**src/rtl/seq_mult_hs.sv**
```systemverilog
// Sequential shift-add multiplier: one multiplier bit per clock, start/busy/done
// handshake, signed/unsigned mode, early exit once the remaining multiplier bits are zero.
module seq_mult_hs #(
  parameter  int WIDTH = 8,
  localparam int CW    = $clog2(WIDTH + 1)
) (
  input  logic                 clk,
  input  logic                 rst,
  input  logic                 start,
  input  logic                 sgn,
  input  logic [WIDTH-1:0]     a,
  input  logic [WIDTH-1:0]     b,
  output logic                 busy,
  output logic                 done,
  output logic [2*WIDTH-1:0]   y,
  output logic [CW-1:0]        cnt
);

  typedef enum logic {
    IDLE = 1'b0,
    RUN  = 1'b1
  } state_t;

  state_t               state, state_nxt;
  logic [2*WIDTH-1:0]   ra, ra_nxt;
  logic [WIDTH-1:0]     rb, rb_nxt;
  logic [2*WIDTH-1:0]   ry, ry_nxt;
  logic                 neg, neg_nxt;
  logic                 done_nxt;
  logic [2*WIDTH-1:0]   y_nxt;
  logic [CW-1:0]        cnt_nxt;
  logic [WIDTH-1:0]     mag_a, mag_b;

  // Negating the most negative value wraps back to 2^(WIDTH-1), which is
  // exactly its magnitude when read as unsigned.
  always_comb begin
    mag_a = (sgn && a[WIDTH-1]) ? (-a) : a;
    mag_b = (sgn && b[WIDTH-1]) ? (-b) : b;
  end

  always_comb begin
    state_nxt = state;
    ra_nxt    = ra;
    rb_nxt    = rb;
    ry_nxt    = ry;
    neg_nxt   = neg;
    done_nxt  = 1'b0;
    y_nxt     = y;
    cnt_nxt   = cnt;
    unique case (state)
      IDLE: begin
        if (start) begin
          ra_nxt    = {{WIDTH{1'b0}}, mag_a};
          rb_nxt    = mag_b;
          ry_nxt    = '0;
          cnt_nxt   = '0;
          neg_nxt   = sgn & (a[WIDTH-1] ^ b[WIDTH-1]);
          state_nxt = RUN;
        end
      end
      RUN: begin
        if (rb != '0) begin
          if (rb[0]) ry_nxt = ry + ra;
          ra_nxt  = ra << 1;
          rb_nxt  = rb >> 1;
          cnt_nxt = cnt + CW'(1);
        end else begin
          y_nxt     = neg ? (-ry) : ry;
          done_nxt  = 1'b1;
          state_nxt = IDLE;
        end
      end
      default: state_nxt = IDLE;
    endcase
  end

  always_ff @(posedge clk or negedge rst) begin
    if (!rst) begin
      state <= IDLE;
      ra    <= '0;
      rb    <= '0;
      ry    <= '0;
      neg   <= 1'b0;
      done  <= 1'b0;
      y     <= '0;
      cnt   <= '0;
    end else begin
      state <= state_nxt;
      ra    <= ra_nxt;
      rb    <= rb_nxt;
      ry    <= ry_nxt;
      neg   <= neg_nxt;
      done  <= done_nxt;
      y     <= y_nxt;
      cnt   <= cnt_nxt;
    end
  end

  always_comb busy = (state == RUN);

endmodule

```
**config.mk**
```make
export PLATFORM = sky130hd
export DESIGN_NAME = seq_mult_hs
export DESIGN_NICKNAME = d
export VERILOG_FILES = /design/src/rtl/seq_mult_hs.sv
export SDC_FILE = /design/constraint.sdc
export NUM_CORES = 1
export LEC_CHECK = 0
export ABC_CLOCK_PERIOD_IN_PS = 1900
export CORE_MARGIN = 4
export CORE_UTILIZATION = 51
export DETAILED_ROUTE_END_ITERATION = 6
export PLACE_DENSITY = 0.76
export SETUP_SLACK_MARGIN = 0.2
export SLEW_MARGIN = 25
export SYNTH_ARGS = -nofsm -noshare
export SYNTH_HDL_FRONTEND = slang
export SYNTH_SLANG_ARGS = --single-unit
```
**constraint.sdc**
```tcl
create_clock -name clk -period 1.9 [get_ports clk]
set_input_delay 0.38 -clock clk [delete_from_list [all_inputs] [get_ports clk]]
set_output_delay 0.38 -clock clk [all_outputs]
set_load 0.005 [all_outputs]
```
==> After elaboration in Yosys (flattened, before gate mapping) <==
Index checks and enable logic that the tools add are counted.
{ "classes": {"n_addsub": 5, "eq_ne": 3, "muxes": 21, "bitwise": 4, "n_reduce_logical": 7} }
{ "op_table": {"columns": ["cell", "n"], "rows": [
  ["$mux 16", 6],
  ["$pmux 16 s2", 2],
  ["$mux 8", 4],
  ["$add 16x16->16", 1],
  ["$neg 16->16", 1],
  ["$neg 8->8", 2],
  ["$pmux 8 s2", 1],
  ["$mux 4", 2],
  ["$pmux 4 s2", 1],
  ["$reduce_bool 8->1", 1],
  ["$reduce_and 2->1", 3],
  ["$add 4x1->4 const B", 1],
  ["$mux 1", 4],
  ["$ne 2x1->1 const B", 2],
  ["$reduce_and 3->1", 1],
  ["$logic_and 1x1->1", 2],
  ["$ne 2x2->1 const B", 1],
  ["$not 1->1", 2],
  ["$pmux 1 s2", 1],
  ["$and 1x1->1", 1],
  ["$xor 1x1->1", 1]
]} }
{ "word_totals": {"reg_bits": 63, "in_bits": 20, "output_inout_bits": 22} }

==> Logic depth before layout (Yosys ltp) <==
Gate-level depths: netlist of the first run.
{ "logic_depth": {"word_depth": 4, "mapped_depth": 9, "mapped_depth_nobuf": 9} }

==> Worst setup path before layout of the first run <==
No wires, ideal clock.
{ "synth_timing": {"path_type": "reg-to-reg", "startpoint": "register ry[0]", "endpoint": "register ry[12]", "setup_ns": 0.069, "t_arrival_ns": 1.997, "path_slack_ns": -0.165, "path_stages_with_launch": 10, "n_path_buf": 0, "synth_period_minus_slack_ns": 2.065, "cell_sequence": "dfrtp_1 > ha_1 > inv_1 > fa_1 > nor2b_1 > o2111ai_1 > a21oi_1 > o21bai_1 > a211o_1 > nand3_1"} }
{ "synth_between": {"elab_chain_len": 4} }
{ "synth_rtl": {"columns": ["element", "line_no", "text"], "rows": [
  ["start, declared", "27", "logic [2*WIDTH-1:0] ry, ry_nxt;"],
  ["start signal, assigned", "91", "ry <= ry_nxt;"],
  ["$add 16x16->16", "63", "if (rb[0]) ry_nxt = ry + ra;"],
  ["$mux 16", "63", null],
  ["$mux 16", "62", "if (rb != '0) begin"],
  ["$pmux 16 s2", "50", "unique case (state)"]
]} }
Every way passes these cells. The select of a mux whose other input is x is not followed.
A chain may end at the register's enable or synchronous reset.

==> Worst setup path in the final report of the first run <==
Same ends and word-level chain as after synthesis.

==> results of run 1 <==
## critical path, cell delays in order (launching register included)
cell	delay [ns]
dfrtp_1	0.40
ha_4	0.17
inv_2	0.04
fa_2	0.37
nor2b_4	0.16
o2111ai_4	0.14
a21oi_4	0.23
o21bai_1	0.12
a211o_1	0.26
nand3_1	0.07
## metrics by stage
step / instances / hold WS [ns] / total power [W] / setup WS [ns]
floorplan: 421 / 0.08441 / 0.004737 / -0.02952
CTS: 641 / 0.04944 / 0.008065 / -0.1227
detailed placement: 617 / 0.4151 / 0.006522 / -0.2053
global route: 657 / 0.06152 / 0.009738 / -0.2065
finish: 657 / 0.03513 / 0.009151 / -0.1412
global placement: 617 / 0.4129 / 0.006356 / -0.1695
## power by group
group | internal (W) | total (W) | switching [W] | leakage (nW)
clock network | 0.000595 | 0.00111 | 0.000515 | 0.0892
logic | 0.00291 | 0.00566 | 0.00275 | 1.59
registers | 0.00188 | 0.00238 | 0.000509 | 0.816
total | 0.00538 | 0.00915 | 0.00377 | 2.50
## layout make-up
cell class / instances / area share [%]
flip-flops and latches: 63 / 28.07
repair buffers: 137 / 21.28
clock buffers: 11 / 2.330
clock inverters: 4 / 0.8433
multi-input cells: 329 / 44.34
inverters: 14 / 0.9321
well taps: 99 / 2.197
## flip-flops by register name, indices dropped and copies added (netlist names)
register and cells:
ra 16, neg 1, cnt 4, rb 8
ry 16, done 1, y 16, busy 1
## cells by family (layout without fill, tap and decap cells)
kind of cell | count (synthesis) | after routing | synth area share [%]
AO/OA/AOI/OAI | 140 | 140 | 23.03
AND/OR/NAND/NOR | 130 | 130 | 15.80
flip-flops | 63 | 63 | 42.00
XOR/XNOR | 35 | 35 | 8.167
buffers and inverters | 29 | 166 | 3.033
adder cells (fa/ha/maj) | 20 | 20 | 6.867
multiplexers | 4 | 4 | 1.100
## what timing repair did
item | 4_1_cts | 5_1_grt
hold buffers | 0 | 0
endpoints found under the hold margin | 0 | 0
setup endpoints to repair | 28 | 45
pin swaps | 23 | 38
setup buffers | 9 | 16
gates resized for setup | 37 | 69
## worst paths after layout
path                            cells after the start                  to         startpoint
min in group clk                                    2    y[4]$_DFFE_PN0P_   y[4]$_DFFE_PN0P_
worst min register to register                      2    y[4]$_DFFE_PN0P_   y[4]$_DFFE_PN0P_
max in group asynchronous                           2   rb[4]$_DFFE_PN0P_                rst
worst min-delay path                                2      done$_DFF_PN0_                rst
worst max-delay path                                9  ry[12]$_DFFE_PN0P_  ry[0]$_DFFE_PN0P_
worst max register to register                      9  ry[12]$_DFFE_PN0P_  ry[0]$_DFFE_PN0P_
## per-layer routing
metal | routed length (um) | up-vias | track usage [%] | part of all wire, %
met4 | 310 | 0 | 9.146 | 2.9
met5 | 0 | - | 0 | 0
met2 | 5767 | 98 | 41.34 | 53
li1 | - | 1773 | - | -
met3 | 425 | 24 | 4.006 | 3.9
met1 | 4334 | 1740 | 27.06 | 40
## cell usage in the layout, fill, tap and decap left out, drive strengths merged, types with 3 or more instances in the layout
cell type	Yosys	layout
nand2	71	71
clkdlybuf4s50	0	35
xnor2	18	18
nand4	6	6
o41ai	3	3
ha	19	19
or3	4	4
buf	3	97
clkbuf	12	11
xor2	17	17
a21o	7	7
or4	4	4
nor2b	4	4
a21oi	40	40
dfrtp	63	63
nor4	4	4
nor2	19	19
nor3	5	5
a22o	11	11
nand3	6	6
inv	14	14
mux2i	3	3
a31oi	3	3
dlymetal6s2s	0	5
o21ai	60	60
==> flow_metrics.tcl, run 1 <==
set metrics [dict create \
    synth_sequential_area_ratio_pct 42.00 \
    numClockSinks 63 \
    violations "negative setup slack" \
    hold_path_class "input pin to asynchronous set/reset pin" \
    filler_cell_count 493 \
    drt_pre_antenna_iters 4 \
    max_cap_violations 0 \
    antennaDiodeCount 0 \
    layout.nets 594 \
    worstPathRequired_ns 2.17 \
    synth_common_cells "nand2_1, dfrtp_1, o21ai_0, a21oi_1" \
    vias_per_cell 5.533 \
    cellPowerDensity_nw_per_um2 1623 \
    worstSkewPairLatency_ns 0.34 \
    grt_setup_unrepaired "true" \
    total_via_count_after_detailed_routing 3635 \
    initial_utilization_pct 52.03 \
    timing.final.setup_violations 8 \
    place_hpwl_mm 6.843 \
    grt_remaining_overflow 0 \
    vdd_drop_max_mv 0.7661 \
    mean_syn_cell_area_sq_um 8.916 \
    worstSetupPathType "register to register" \
    route.final.wire_length_mm 10.84 \
    fin_tns_setup_ns -0.4978 \
    drt-initial-drc-count 145 \
    cp_capture_type "register" \
    top_area_cells_in_the_synthesized_netlist "dfrtp_1, o21ai_0, nand2_1" \
    hold_viol 0 \
    register_area_sq_um 1583 \
    routabilityCongestion 0.8177 \
    num_rows 31 \
    netlist_area_sq_um 3754 \
    netlist.top_cell.by_area "dfrtp_1" \
    maxSlewHeadroom_pct 53.02 \
    final.period_utilization_pct 107.4 \
    clk_pin_slew_worst_paths_ns 0.07 \
    area_used_by_multi_input_combinational_logic_sq_um 2500 \
    final.setup.worst_slack_ns -0.1412 \
    ant_nets 0 \
    final_layout_size_suffix_gt1_share_pct 31.90 \
    post-synth-top-area-fraction_pct 42.00 \
    cts-htree-levels 3 \
    finalMaxSlewViolations 0 \
    largest_net_degree_at_the_start_of_global_routing 64 \
    grt_first_pass_wirelength_mm 16.04 \
    number_of_synthesized_flops_with_an_enable_pin 0 \
    outcome "finished with violations" \
    full_die_area_sq_um 8797 \
    drt-wirelength-per-cell_um 16.50 \
    yosys_register_bits 63 \
    drc 0 \
    antenna_found_initial 0 \
    cts_root_buffer "clkbuf_8" \
    max-clock-path-buffers 2 \
    tritoncts_clock_tree "built" \
    placement.io_buffers 41 \
    die_w_um 93.79 \
    reg_to_reg_setup_timing_slack_ns -0.14 \
    timing.final.crit_period_ns 2.041 \
    mappedNetlistNets 461 \
    cp.arrival_ns 2.31 \
    skew_ns 0.007160 \
    synth.most_common_cell "nand2_1" \
    asyncSetResetFlopFracSynth_pct 100.0 \
    worst_pin_slew_ns 0.7039 \
    clock.fmax_mhz 489.9 \
    synth_cell_type_count 49 \
    cell_count_after_synthesis 421 \
    number_of_global_route_vias_before_repair 3667 \
    final_design_area_no_fill_sq_um 5638 \
    cp-start-kind "register" \
    design.core.area_sq_um 7214 \
    critPathMaxFanout 4 \
    finalCoreUtilization_pct 78.15 \
    die_h_um 93.79 \
    grtUsageTotal_pct 23.02 \
    ioPinCount 42 \
    numCtsBuffers 9 \
    yosys_most_used_dff "dfrtp_1" \
    layout_area_growth_over_synthesis_pct 50.20 \
    lkg_pwr_nw 2.498 \
    dpl_cell_area_sq_um 4797 \
    ys_warn_count 0 \
]
Note: power is estimated with default switching activity, not from simulation.
==> run 2, diff against run 1 <==
Settings changed: ABC_CLOCK_PERIOD_IN_PS 1900 to 2350, CAP_MARGIN set to 20, CORE_UTILIZATION 51 to 60, PLACE_DENSITY 0.76 to 0.84.
Clock period 1.9 ns to 2.35 ns, I/O delays scaled along.
==> run 2 against run 1 <==
Against the previous run: the run now ends clean; global-route usage rose by 0.44 points; die area fell by 14%; largest power group unchanged; critical path type unchanged; design area fell by 17%; non-clock buffer count fell by 80; highest routed layer unchanged; sequential power fell by 17%; first-iteration DRC count rose by 37%.
==> flow_metrics.tcl, run 2 (synthesis results as in run 1) <==
set metrics [dict create \
    outcome "completed" \
    final_layout_size_suffix_gt1_share_pct 12.37 \
    antennaDiodeCount 0 \
    worstPathRequired_ns 2.55 \
    num_rows 28 \
    vdd_drop_max_mv 0.9037 \
    total_via_count_after_detailed_routing 3278 \
    mostFrequentLayoutCells "nand2_1, dfrtp_1, o21ai_0, clkdlybuf4s50_1, a21oi_1" \
    power.net_switching_w 0.002415 \
    hold_path_class "input pin to asynchronous set/reset pin" \
    drt_pre_antenna_iters 4 \
    switching_share_pct 41.52 \
    design.core.area_sq_um 5991 \
    internal-power_w 0.003401 \
    final.period_utilization_pct 89.45 \
    register_area_sq_um 1577 \
    cts-htree-levels 3 \
    drt-initial-drc-count 199 \
    hold_viol 0 \
    maxSlewHeadroom_pct 52.93 \
    antenna_found_initial 0 \
    final_cells 552 \
    full_die_area_sq_um 7586 \
    die_w_um 87.10 \
    final.setup.worst_slack_ns 0.2480 \
    cts_root_buffer "clkbuf_8" \
    grt_remaining_overflow 0 \
    numClockSinks 63 \
    drc 0 \
    clock_power_share_pct 13.9 \
    grtUsageTotal_pct 23.46 \
    clock.fmax_mhz 475.7 \
    skew_ns 0.007576 \
    die_h_um 87.10 \
    cp-start-kind "register" \
    worst_pin_slew_ns 0.7045 \
    cellPowerDensity_nw_per_um2 1245 \
    p_comb_share_pct 52.0 \
    tritoncts_clock_tree "built" \
    route.final.wire_length_mm 8.775 \
    grt_setup_unrepaired "true" \
    timing.final.setup_violations 0 \
    worstSkewPairLatency_ns 0.34 \
    clk_pin_slew_worst_paths_ns 0.07 \
    routabilityCongestion 0.9128 \
    ioPinCount 42 \
    number_of_global_route_vias_before_repair 3142 \
    timing.final.crit_period_ns 2.102 \
    critPathMaxFanout 4 \
    mostFrequentLayoutCell "nand2_1" \
    fin_tns_setup_ns 0 \
    post_cts_hold_buffer_count 0 \
    layout_area_growth_over_synthesis_pct 24.43 \
    placement.io_buffers 41 \
    largest_registers "ra (16), ry (16), y (16)" \
    vias_per_cell 5.938 \
    layout.nets 514 \
    reg2reg_from "ry[0]$_DFFE_PN0P_" \
    p_seq_share_pct 34.1 \
    dpl.cell_count 534 \
    max_cap_violations 0 \
    final_design_area_no_fill_sq_um 4671 \
    finalMaxSlewViolations 0 \
    timing.reg2reg.worst_path_depth 10 \
    grt_first_pass_wirelength_mm 13.92 \
    max-clock-path-buffers 2 \
    place_hpwl_mm 6.024 \
    cp_capture_type "register" \
    numCtsBuffers 9 \
    drt-wirelength-per-cell_um 15.90 \
    initial_utilization_pct 62.66 \
    lkg_pwr_nw 2.002 \
    post-place-ws_ns 0.1860 \
    cp.arrival_ns 2.30 \
    filler_cell_count 420 \
    area_used_by_multi_input_combinational_logic_sq_um 2233 \
    reg_to_reg_setup_timing_slack_ns 0.25 \
    dpl_cell_area_sq_um 4307 \
    largest_net_degree_at_the_start_of_global_routing 64 \
    worstSetupPathType "register to register" \
    ant_nets 0 \
    reg2reg_end "ry[14]$_DFFE_PN0P_" \
]
run 2: changes by cell type in the layout (fill, tap and decap cells not counted), moves of 7 or more:
cell,previous run,this run
buf_4,82,14
a21oi_2,9,2
o21ai_0,32,55
o21ai_1,22,4
buf_6,13,0
a21oi_1,27,38
run 2: power groups by stage:
stage               registers, W  clock network, W  logic, W
finish                   0.00198          0.000808   0.00303
detailed placement       0.00194                 0   0.00275
CTS                      0.00192          0.000818   0.00279
global placement         0.00191                 0   0.00267
global route             0.00204          0.000869   0.00340
floorplan                0.00185                 0   0.00191
run 2: how the worst max path moves through the flow:
stage                               endpoint              start  slack, ns
after floorplan           ry[12]$_DFFE_PN0P_  ry[0]$_DFFE_PN0P_       0.28
after global placement    ry[12]$_DFFE_PN0P_              start       0.20
after detailed placement  ry[14]$_DFFE_PN0P_  ra[0]$_DFFE_PN0P_       0.19
after CTS                 ry[13]$_DFFE_PN0P_  ra[3]$_DFFE_PN0P_       0.22
after global routing      ry[14]$_DFFE_PN0P_  ra[0]$_DFFE_PN0P_       0.10
final                     ry[14]$_DFFE_PN0P_  ry[0]$_DFFE_PN0P_       0.25
run 2: final cells by class:
| cell class | instances | area share, % |
|---|---|---|
| clock buffer | 13 | 3.402 |
| clock inverter | 1 | 0.1072 |
| inverter | 14 | 1.125 |
| multi-input combinational | 329 | 47.82 |
| sequential | 63 | 33.75 |
| tap | 75 | 2.009 |
| timing repair buffer | 57 | 11.79 |
run 2: per-layer routing:
metal	track usage (%)	up-vias	wire length, um	share of wire (%)
met4	12.97	0	254	2.9
met5	0	-	0	0
met3	3.595	22	515	5.9
met1	28.26	1552	3743	43
li1	-	1601	-	-
met2	40.03	103	4262	49
run 2: timing repair:
item	4_1_cts	5_1_grt
endpoints found under the hold margin	0	0
pin swaps	1	6
setup endpoints to repair	3	6
resized for setup	3	23
buffers inserted	2	2
run 2: through the flow:
stage               power, W  hold WS, ns  utilization, %
finish              0.005816       0.1216           77.97
global route        0.006304       0.1502           77.97
CTS                 0.005531       0.1409           75.17
detailed placement  0.004691       0.4688           71.89
global placement    0.004574       0.4610           71.89
floorplan           0.003759       0.1744               -
run 2: critical path, cell delays in order, from the launching register on:
cell	delay [ns]
dfrtp_1	0.42
ha_4	0.19
inv_2	0.05
fa_2	0.22
nor2b_2	0.06
o2111ai_2	0.20
a21oi_2	0.07
buf_4	0.16
a2111oi_4	0.35
xor2_1	0.17
o21ai_1	0.07
==> run 3, diff against run 2 <==
Settings changed: RECOVER_POWER set to 50.
==> run 3 against run 2 <==
Against the previous run: the flow now finishes with violations (max-capacitance violations, max-slew violations); highest routed layer unchanged; sequential cell count unchanged; largest power group unchanged; global-route usage unchanged; wire length up 0.15%.
==> flow_metrics.tcl, run 3 (synthesis results as in run 1) <==
set metrics [dict create \
    filler_cell_count 424 \
    post-layout-total-power_w 0.005793 \
    cts_root_buffer "clkbuf_8" \
    layout.nets 514 \
    skew_ns 0.007634 \
    layout_area_growth_over_synthesis_pct 23.87 \
    die_h_um 87.10 \
    max-clock-path-buffers 2 \
    p_comb_share_pct 51.8 \
    crit_family "compound AO/OA/AOI/OAI gates" \
    lkg_pwr_nw 2.002 \
    worst_pin_slew_ns 1.510 \
    largest_registers "ra (16), ry (16), y (16)" \
    hold_viol 0 \
    timing.final.crit_period_ns 2.098 \
    grt_setup_unrepaired "true" \
    clock_power_share_pct 13.9 \
    drt-wirelength-per-cell_um 15.92 \
    max_stage_delay_ns 0.42 \
    p_seq_share_pct 34.2 \
    register_area_sq_um 1577 \
    place_hpwl_mm 6.024 \
    vdd_drop_max_mv 0.9054 \
    cts-htree-levels 3 \
    grt-busiest-layer "met2" \
    number_of_global_route_vias_before_repair 3142 \
    internal-power_w 0.003382 \
    clock.fmax_mhz 476.7 \
    global_route.usage.met3_pct 3.595 \
    numCtsBuffers 9 \
    clk_pin_slew_worst_paths_ns 0.07 \
    violations "max-capacitance violations, max-slew violations" \
    tritoncts_clock_tree "built" \
    cp.arrival_ns 2.30 \
    switching_share_pct 41.62 \
    area_used_by_multi_input_combinational_logic_sq_um 2230 \
    drc 0 \
    finalMaxSlewViolations 64 \
    power.net_switching_w 0.002411 \
    hold_path_class "register to register" \
    mostFrequentLayoutCell "nand2_1" \
    cp-start-kind "register" \
    worstPathRequired_ns 2.55 \
    drt-initial-drc-count 203 \
    design.core.area_sq_um 5991 \
    fin_tns_setup_ns 0 \
    drt_pre_antenna_iters 4 \
    antenna_found_initial 0 \
    placement.io_buffers 41 \
    ioPinCount 42 \
    worstSetupPathType "register to register" \
    critPathMaxFanout 4 \
    largest_net_degree_at_the_start_of_global_routing 64 \
    grtUsageTotal_pct 23.46 \
    full_die_area_sq_um 7586 \
    hold-worst-slack_ns 0.4737 \
    routabilityCongestion 0.9128 \
    max_cap_violations 1 \
    cpMaxStageDelayCell "dfrtp_1" \
    numClockSinks 63 \
    total_via_count_after_detailed_routing 3294 \
    grt_remaining_overflow 0 \
    antennaDiodeCount 0 \
    met1_track_usage_gr_pct 28.26 \
    maxSlewHeadroom_pct -0.6786 \
    num_rows 28 \
    worstSkewPairLatency_ns 0.33 \
    cp_capture_type "register" \
    grt_first_pass_wirelength_mm 13.92 \
    cellPowerDensity_nw_per_um2 1246 \
    mostFrequentLayoutCells "nand2_1, dfrtp_1, o21ai_0, a21oi_1, clkdlybuf4s50_1" \
    initial_utilization_pct 62.66 \
    crit_chain "ha_4 > inv_2 > fa_2 > nor2b_2 > o2111ai_2 > a21oi_2 > buf_4 > a2111oi_4 > xor2_1 > o21ai_1" \
    final_layout_size_suffix_gt1_share_pct 12.16 \
    die_w_um 87.10 \
    outcome "finished with violations" \
    timing.final.setup_violations 0 \
    post_cts_hold_buffer_count 0 \
    worst-path-buf-inv 2 \
    ant_nets 0 \
    final.period_utilization_pct 89.27 \
    use_met2_pct 40.03 \
    vias_per_cell 5.967 \
    route.final.wire_length_mm 8.788 \
]
==> run 3: path summary, 6_finish.rpt <==
path                                   startpoint                  to  slack (ns)  cells past startpoint
worst max-delay path            ra[0]$_DFFE_PN0P_  ry[14]$_DFFE_PN0P_        0.25                     10
worst min-delay path             y[4]$_DFFE_PN0P_    y[4]$_DFFE_PN0P_        0.47                      2
worst max register to register  ra[0]$_DFFE_PN0P_  ry[14]$_DFFE_PN0P_        0.25                     10
worst min register to register   y[4]$_DFFE_PN0P_    y[4]$_DFFE_PN0P_        0.47                      2
max in group asynchronous                     rst  cnt[3]$_DFFE_PN0P_        0.85                      2
min in group asynchronous                     rst    y[1]$_DFFE_PN0P_        0.58                      2
==> run 3: area by class of cell <==
type / instances / area share (%)
Multi-Input combinational cell: 329 / 47.95
Sequential cell: 63 / 33.91
Timing Repair Buffer: 57 / 11.46
Clock buffer: 13 / 3.418
Tap cell: 75 / 2.018
Inverter: 14 / 1.130
Clock inverter: 1 / 0.1076
==> run 3: timing repair <==
item                       in CTS  in global routing
gates resized for setup         3                 23
pin swaps                       1                  6
setup endpoints to repair       3                  6
setup buffers                   2                  2
==> run 3: worst min-delay path, stage by stage (launching register included) <==
cell,delay (ns)
dfrtp_1,0.34
nand2_1,0.04
o21ai_0,0.06
==> run 3: per-layer routing <==
| layer | wire length [um] | vias up |
|---|---|---|
| met4 | 263 | 0 |
| met1 | 3768 | 1561 |
| li1 | - | 1600 |
| met2 | 4228 | 109 |
| met5 | 0 | - |
| met3 | 527 | 24 |
==> run 3: metrics by stage <==
stage | worst slack (ns) | util [%] | instances | cell area (sq um)
CTS | 0.2194 | 75.17 | 550 | 4503
global placement | 0.2045 | 71.89 | 534 | 4307
detailed placement | 0.1860 | 71.89 | 534 | 4307
finish | 0.2523 | 77.61 | 552 | 4649
floorplan | 0.2847 | - | 421 | 3754
global route | 0.1022 | 77.61 | 552 | 4649
==> run 3: power by group through the flow <==
stage | Combinational, W | Sequential, W | Clock [W]
floorplan | 0.00191 | 0.00185 | 0
finish | 0.00300 | 0.00198 | 0.000807
detailed placement | 0.00275 | 0.00194 | 0
global placement | 0.00267 | 0.00191 | 0
global route | 0.00338 | 0.00204 | 0.000869
CTS | 0.00279 | 0.00192 | 0.000818
